File: src/rtl/fb_rect_writer.sv
// Rectangle-fill write engine for the 640x480 RGB444 framebuffer.
// Clips each command to the visible area and emits one pixel write per granted cycle, in raster order.
module fb_rect_writer #(
    parameter int unsigned H_RES  = 640,
    parameter int unsigned V_RES  = 480,
    parameter int unsigned ADDR_W = 19,
    parameter int unsigned DATA_W = 12
) (
    input  logic              clk,
    input  logic              rst,
    input  logic              cmd_valid,
    output logic              cmd_ready,
    input  logic [9:0]        cmd_x,
    input  logic [9:0]        cmd_y,
    input  logic [9:0]        cmd_w,
    input  logic [9:0]        cmd_h,
    input  logic [DATA_W-1:0] cmd_color,
    input  logic              wr_ready,
    output logic              we,
    output logic [ADDR_W-1:0] wr_addr,
    output logic [DATA_W-1:0] wr_data,
    output logic              busy,
    output logic              done
);

    localparam int unsigned CW = 10;
    localparam int unsigned EW = CW + 1;

    typedef enum logic [1:0] {IDLE, CLIP, WRITE, DONE} state_t;

    state_t            state;
    logic [CW-1:0]     lx, ly, lw, lh;
    logic [DATA_W-1:0] color;
    logic [EW-1:0]     x_end, y_end;
    logic [CW-1:0]     cur_x, cur_y;
    logic [ADDR_W-1:0] row_base;

    // Clip arithmetic at 11 bits so x+w / y+h never wrap
    logic [EW-1:0]     sum_x, sum_y, x_end_c, y_end_c, next_x_c, next_y_c;
    logic              empty_c, row_last_c, last_c;
    logic [ADDR_W-1:0] base_c;

    assign sum_x      = EW'(lx) + EW'(lw);
    assign sum_y      = EW'(ly) + EW'(lh);
    assign x_end_c    = (sum_x > EW'(H_RES)) ? EW'(H_RES) : sum_x;
    assign y_end_c    = (sum_y > EW'(V_RES)) ? EW'(V_RES) : sum_y;
    assign empty_c    = (EW'(lx) >= EW'(H_RES)) || (EW'(ly) >= EW'(V_RES))
                        || (lw == '0) || (lh == '0);
    assign base_c     = ADDR_W'(ly) * ADDR_W'(H_RES);
    assign next_x_c   = EW'(cur_x) + EW'(1);
    assign next_y_c   = EW'(cur_y) + EW'(1);
    assign row_last_c = (next_x_c >= x_end);
    assign last_c     = row_last_c && (next_y_c >= y_end);

    assign cmd_ready = (state == IDLE);
    assign busy      = (state != IDLE);

    always_ff @(posedge clk or posedge rst) begin
        if (rst) begin
            state    <= IDLE;
            we       <= 1'b0;
            wr_addr  <= '0;
            wr_data  <= '0;
            done     <= 1'b0;
            lx       <= '0;
            ly       <= '0;
            lw       <= '0;
            lh       <= '0;
            color    <= '0;
            x_end    <= '0;
            y_end    <= '0;
            cur_x    <= '0;
            cur_y    <= '0;
            row_base <= '0;
        end else begin
            case (state)
                IDLE: begin
                    done <= 1'b0;
                    if (cmd_valid) begin
                        lx    <= cmd_x;
                        ly    <= cmd_y;
                        lw    <= cmd_w;
                        lh    <= cmd_h;
                        color <= cmd_color;
                        state <= CLIP;
                    end
                end
                CLIP: begin
                    if (empty_c) begin
                        done  <= 1'b1;
                        state <= DONE;
                    end else begin
                        x_end    <= x_end_c;
                        y_end    <= y_end_c;
                        cur_x    <= lx;
                        cur_y    <= ly;
                        row_base <= base_c;
                        we       <= 1'b1;
                        wr_addr  <= base_c + ADDR_W'(lx);
                        wr_data  <= color;
                        state    <= WRITE;
                    end
                end
                WRITE: begin
                    // Outputs only move on a granted cycle, so a stall holds them
                    if (wr_ready) begin
                        if (last_c) begin
                            we    <= 1'b0;
                            done  <= 1'b1;
                            state <= DONE;
                        end else if (row_last_c) begin
                            cur_x    <= lx;
                            cur_y    <= cur_y + CW'(1);
                            row_base <= row_base + ADDR_W'(H_RES);
                            wr_addr  <= row_base + ADDR_W'(H_RES) + ADDR_W'(lx);
                        end else begin
                            cur_x   <= cur_x + CW'(1);
                            wr_addr <= wr_addr + ADDR_W'(1);
                        end
                    end
                end
                DONE: begin
                    done  <= 1'b0;
                    state <= IDLE;
                end
                default: state <= IDLE;
            endcase
        end
    end

endmodule

File: config.mk
export PLATFORM = sky130hd
export DESIGN_NAME = fb_rect_writer
export DESIGN_NICKNAME = d
export VERILOG_FILES = /design/src/rtl/fb_rect_writer.sv
export SDC_FILE = /design/constraint.sdc
export NUM_CORES = 1
export LEC_CHECK = 0
export CAP_MARGIN = 0
export CORE_MARGIN = 2
export CORE_UTILIZATION = 55
export CTS_CLUSTER_SIZE = 10
export DETAILED_ROUTE_END_ITERATION = 10
export DONT_BUFFER_PORTS = 1
export PLACE_DENSITY = 0.7
export REMOVE_ABC_BUFFERS = 1
export SYNTH_ARGS = -nofsm -noshare
export SYNTH_HDL_FRONTEND = slang
export SYNTH_SLANG_ARGS = --single-unit
export TNS_END_PERCENT = 100
File: constraint.sdc
create_clock -name clk -period 10.6 [get_ports clk]
set_input_delay 1.59 -clock clk [delete_from_list [all_inputs] [get_ports clk]]
set_output_delay 1.59 -clock clk [all_outputs]
set_load 0.01 [all_outputs]
# After elaboration in Yosys (flattened, before gate mapping)
# Cells that the tools add are included.
[classes]
n_addsub = 10
mux = 35
bitwise = 1
order_cmp = 6
n_eq_ne = 10
mul = 1
n_reduce_logical = 17
[op_table]
columns = ["operator", "n"]
rows = [
  ["19-bit 2-to-1 mux", 8],
  ["10-bit 2-to-1 mux", 8],
  ["19-bit case mux with 2 select lines", 2],
  ["10-bit case mux with 2 select lines", 2],
  ["19-bit by 10-bit adder with 19-bit output", 2],
  ["10-bit by 1-bit adder with 11-bit output (second input constant)", 2],
  ["10-bit by 10-bit adder with 11-bit output", 2],
  ["11-bit greater-or-equal comparator", 2],
  ["11-bit 2-to-1 mux", 2],
  ["10-bit by 1-bit adder with 10-bit output (second input constant)", 2],
  ["10-bit logical NOT", 2],
  ["19-bit by 1-bit adder with 19-bit output (second input constant)", 1],
  ["19-bit by 10-bit adder with 19-bit output (second input constant)", 1],
  ["2-bit inequality test (second input constant)", 7],
  ["10-bit by 3-bit multiplier with 12-bit output (second input constant)", 1],
  ["11-bit by 10-bit > comparator with 1-bit output (second input constant)", 1],
  ["11-bit by 9-bit > comparator with 1-bit output (second input constant)", 1],
  ["10-bit greater-or-equal comparator (second input constant)", 1],
  ["10-bit by 9-bit greater-or-equal comparator with 1-bit output (second input constant)", 1],
  ["2-bit case mux with 4 select lines", 1],
  ["4-bit AND reduction", 2],
  ["1-bit 2-to-1 mux", 7],
  ["2-bit 2-to-1 mux", 3],
  ["3-bit AND reduction", 2],
  ["other kinds (12)", 17],
]
[totals]
ff_bits = 148
out_inout_bits = 35
word_cells = 95
inputBits = 56

# Logic depth before layout (Yosys ltp)
[depth]
ltp_word = 6
mapped_depth = 17
ltp_nobuf = 14

# Worst setup path before layout
# OpenSTA, ideal clock, no wires.
[synth_timing]
path_kind = "reg2reg"
start = "register cur_x[0]"
end = "register wr_addr[11]"
arrival_time_ns = 3.272
slack_ns = 7.201
stages_incl_launch_ff = 17
setup_time_ns = 0.128
synth_period_minus_slack_ns = 3.399
required_ns = 10.472
path_buffers = 2
cell_sequence = "dfrtp_1 ha_1 nand3_1 inv_1 nand3_1 nor2_1 xnor2_1 ha_1 o21a_1 o21a_1 and2_1 a21o_1 buf_2 a211o_1 buf_4 nand2_2 mux2_1"
[synth_between]
elab_chain_len = 6
elab_cells_between_ends = 9
cone_classes = "add/sub: 1; order compare: 1; eq/ne: 1; mux: 4; reduce/logical: 2"
[synth_lines]
columns = ["item", "line_no", "rtl"]
rows = [
  ["start: declaration", "35", "logic [CW-1:0] cur_x, cur_y;"],
  ["start signal: assignment", "95", "cur_x <= lx;"],
  ["start signal: assignment", "112", "cur_x <= lx;"],
  ["start signal: assignment", "117", "cur_x <= cur_x + CW'(1);"],
  ["10-bit by 1-bit adder with 11-bit output *", "50", "assign next_x_c = EW'(cur_x) + EW'(1);"],
  ["11-bit greater-or-equal comparator *", "52", "assign row_last_c = (next_x_c >= x_end);"],
  ["19-bit 2-to-1 mux", "111", "end else if (row_last_c) begin"],
  ["19-bit 2-to-1 mux", "107", "if (last_c) begin"],
  ["19-bit 2-to-1 mux", "106", "if (wr_ready) begin"],
  ["19-bit case mux with 2 select lines", "76", "case (state)"],
  ["end signal: assignment", "99", "wr_addr <= base_c + ADDR_W'(lx);"],
  ["end signal: assignment", "115", "wr_addr <= row_base + ADDR_W'(H_RES) + ADDR_W'(lx);"],
  ["end signal: assignment", "118", "wr_addr <= wr_addr + ADDR_W'(1);"],
  ["end: declaration", "20", "output logic [ADDR_W-1:0] wr_addr,"],
]
# Mark *: on every way between the ends. The rest lies on a longest branch, timed or not. The select of a mux whose other input is x is not followed.
# A chain may end at the register's enable or synchronous reset.

# Worst setup path in the final report
[layout_timing]
start = "register cur_x[0]"
end = "register cur_y[0]"
[layout_between]
elab_chain_len = 5
elab_cells_between_ends = 6
cone_classes = "add/sub: 1; order compare: 1; eq/ne: 2; reduce/logical: 2"
[layout_lines]
columns = ["item", "line_no", "rtl"]
rows = [
  ["10-bit by 1-bit adder with 11-bit output *", "50", ""],
  ["11-bit greater-or-equal comparator *", "52", ""],
  ["1-bit logical AND", "53", "assign last_c = row_last_c && (next_y_c >= y_end);"],
  ["2-bit inequality test (no source line)", "-", ""],
  ["5-bit AND reduction (no source line) *", "-", ""],
  ["end signal: assignment", "96", "cur_y <= ly;"],
  ["end signal: assignment", "113", "cur_y <= cur_y + CW'(1);"],
  ["end: declaration", "35", ""],
]
# Mark *: on every way between the ends. The rest lies on a longest branch, timed or not.

==> summary.md <==
| Metric | Value |
|---|---|
| First-pass GRT wire length | `37000 um` |
| DR pass1 iterations | `5` |
| Clk root buf | `clkbuf_16` |
| Iteration-0 DRC Markers | `433` |
| Top cell type by total area after synthesis | `dfrtp_1` |
| Clock Sink Count | `141` |
| Avg Cell Area, Syn | `9.47 um^2` |
| Routed wire per std cell | `17.9 um` |
| Async S/R FF share, synth | `1.00` |
| Final TNS setup | `0 ps` |
| Vias in the first global route | `7305` |
| Synth Flop Type | `dfrtp_1` |
| Routability congestion estimate | `0.829` |
| Post-synth cell types | `85` |
| Post-route cell area | `10300 um^2` |
| Clock tree buffer depth | `2` |
| Routed vias/inst | `6.09` |
| RR Startpoint | `cur_x[0]$_DFFE_PP0P_` |
| Max_slew headroom | `0.125` |
| Worst Hold End | `wr_data[1]$_DFFE_PP0P_` |
| Worst-path clk slew | `60 ps` |
| Top cells by count, synth | `141 x dfrtp_1, 111 x nand2_1, 71 x ha_1, 60 x inv_1, 57 x nor2_1` |
| Hold-fix buffers, CTS | `0` |
| Post-Route WL | `22000 um` |
| Final setup vio count | `0` |
| H-tree levels | `4` |
| Die area | `18400 um^2` |
| R2R Path End | `cur_y[0]$_DFFE_PP0P_` |
| Crit share post-route | `0.454` |
| Setup Skew | `8.72 ps` |
| Largest net degree at the start of global routing | `91` |
| Core Region | `17100 um^2` |
| FMAX | `208 MHz` |
| CP required | `10900 ps` |
| Synthesis-stage register bit count | `141` |
| Area grow syn2layout | `7.93%` |
| Antenna Cells | `0` |
| Row count | `48` |
| CTS tree | `done` |
| DRC errors left | `0` |
| Routed length on met2 | `9900 um` |
| Startpoint types | `flip-flop` |
| Post-synth EDFFs | `0` |
| Post-CTS Setup Repair Bufs | `0` |
| ANT nets after route | `0` |
| Mapped Area | `9510 um^2` |
| Synthesized instance count | `1004` |
| Hold Path Stages | `2` |
| MaxCap Viol Count | `0` |
| HPWL Detailed | `15600 um` |
| Yosys top cell area share | `0.371` |
| Wl on met1 | `10400 um` |
| RSZ-0062 raised after global routing | `false` |
| Max Used Layer | `met4` |
| Crit Path Max Fanout | `23` |
| Reg2Reg Setup Slack | `5790 ps` |
| Measured slew at the worst slew-check pin | `1310 ps` |
| Hold Path Class | `flip-flop to flip-flop` |
| Initial antenna violation count | `0` |
| Die height | `136 um` |
| Layout cell share with drive strength beyond 1 | `0.119` |
| Worst-skew pair later-pin latency | `420 ps` |
| FF-to-FF path depth | `15` |
| Num ports | `91` |
| Finished Layout Cells | `1229` |
| Total vias in the final route | `7482` |
| Final hold violations | `0` |
| Final max-slew violation count | `0` |
| Fin nets | `1122` |
| Sequential fraction of the synthesis area | `0.371` |
| Status | `finished clean` |
| Area post-placement | `9680 um^2` |
| Crit path arrival time | `5120 ps` |
| CTS Buf Count | `17` |
| Most common cell in the netlist | `dfrtp_1` |
| Metal3 WL | `1450 um` |
| Placed cells | `1197` |
| IO Port Bufs | `0` |
| Critical path class | `flip-flop to flip-flop` |
| Post-CTS sizing | `0` |
| Crit. End Element | `flip-flop` |
| Worst Min Path Start | `color[1]$_DFFE_PP0P_` |
| Total congestion overflow | `0` |
| Die X-Extent | `136 um` |
| GRT Resource Usage Total | `0.254` |
| Ys Warns | `0` |
| Starting density of the core | `0.556` |
| Fin crit period | `4810 ps` |
| Synth area leaders | `dfrtp_1 37%, ha_1 9.3%, mux2_2 6.4%` |
-- how the worst max path moves through the flow --
stage,cells after the start,start,to,slack [ps]
floorplan,1,rst,color[0]$_DFFE_PP0P_,5230
global placement,15,cur_x[0]$_DFFE_PP0P_,cur_y[0]$_DFFE_PP0P_,5990
detailed placement,15,cur_x[0]$_DFFE_PP0P_,cur_y[0]$_DFFE_PP0P_,5870
CTS,15,cur_x[0]$_DFFE_PP0P_,cur_y[0]$_DFFE_PP0P_,5850
global route,15,cur_x[0]$_DFFE_PP0P_,cur_y[0]$_DFFE_PP0P_,5420
finish,15,cur_x[0]$_DFFE_PP0P_,cur_y[0]$_DFFE_PP0P_,5790
-- critical path: stages (launching register included) --
cell and delay, ps:
dfrtp_1 440, ha_1 270, nand3_1 160, inv_1 110, nand3_1 170, nor2_1 290
xnor2_1 160, ha_1 240, o21a_1 180, o21a_1 170, and2_1 190, a21oi_1 1030
o31ai_2 110, buf_4 260, and2_1 480, mux2_1 430
-- registers in the layout, summed over array words and instances (netlist names) --
name / flops
we: 1
state: 2
x_end: 11
done: 1
lx: 10
ly: 10
cur_y: 10
wr_addr: 19
row_base: 12
y_end: 11
cur_x: 10
lh: 10
lw: 10
wr_data: 12
color: 12
-- layout by cell type, fill, tap and decap left out, types with 12 or more instances in the layout --
cell type	count
o22ai_1	22
inv_1	59
and3_1	17
mux2_2	54
a31oi_1	20
ha_1	71
nand4_1	16
xnor2_1	40
nor2_1	56
o21ai_1	13
xor2_1	18
a21oi_1	32
dfrtp_1	141
nand3_1	39
nor3_1	12
o21ai_0	27
nand2_1	110
clkbuf_16	17
-- stage by stage --
| stage | utilization | hold slack (ps) | worst slack [ps] |
|---|---|---|---|
| global placement | 0.566 | 443 | 5990 |
| global route | 0.600 | 495 | 5420 |
| detailed placement | 0.566 | 450 | 5870 |
| CTS | 0.600 | 466 | 5850 |
| floorplan | - | 433 | 5230 |
| finish | 0.600 | 465 | 5790 |
-- per-layer routing --
layer	track usage	vias up
li1	-	3668
met1	0.356	3608
met2	0.397	189
met3	0.0700	17
met4	0.0550	0
met5	0	-
-- layout make-up --
cell class              instances  area [um^2]
multi-input cells             763         5580
well taps                     225          282
flip-flops and latches        141         3530
fillers                      1485         6850
clock buffers                  20          447
clock inverters                12          136
repair buffers                  8         60.1
inverters                      60          230
-- cell families (layout without fill, tap and decap cells) --
logic type | after synthesis | in the layout | share of synthesized area
AOI/OAI and AO/OA | 246 | 246 | 0.189
muxes | 69 | 69 | 0.0802
and+or+nand+nor | 314 | 314 | 0.161
xor gates and xnor gates | 58 | 58 | 0.0534
DFF | 141 | 141 | 0.371
buffers and inverters | 100 | 100 | 0.0426
adders and majority gates | 76 | 76 | 0.103
Power is left out: the tool's default activity adds up to more than one toggle a clock period on the data nets, which glitch-free logic cannot reach.
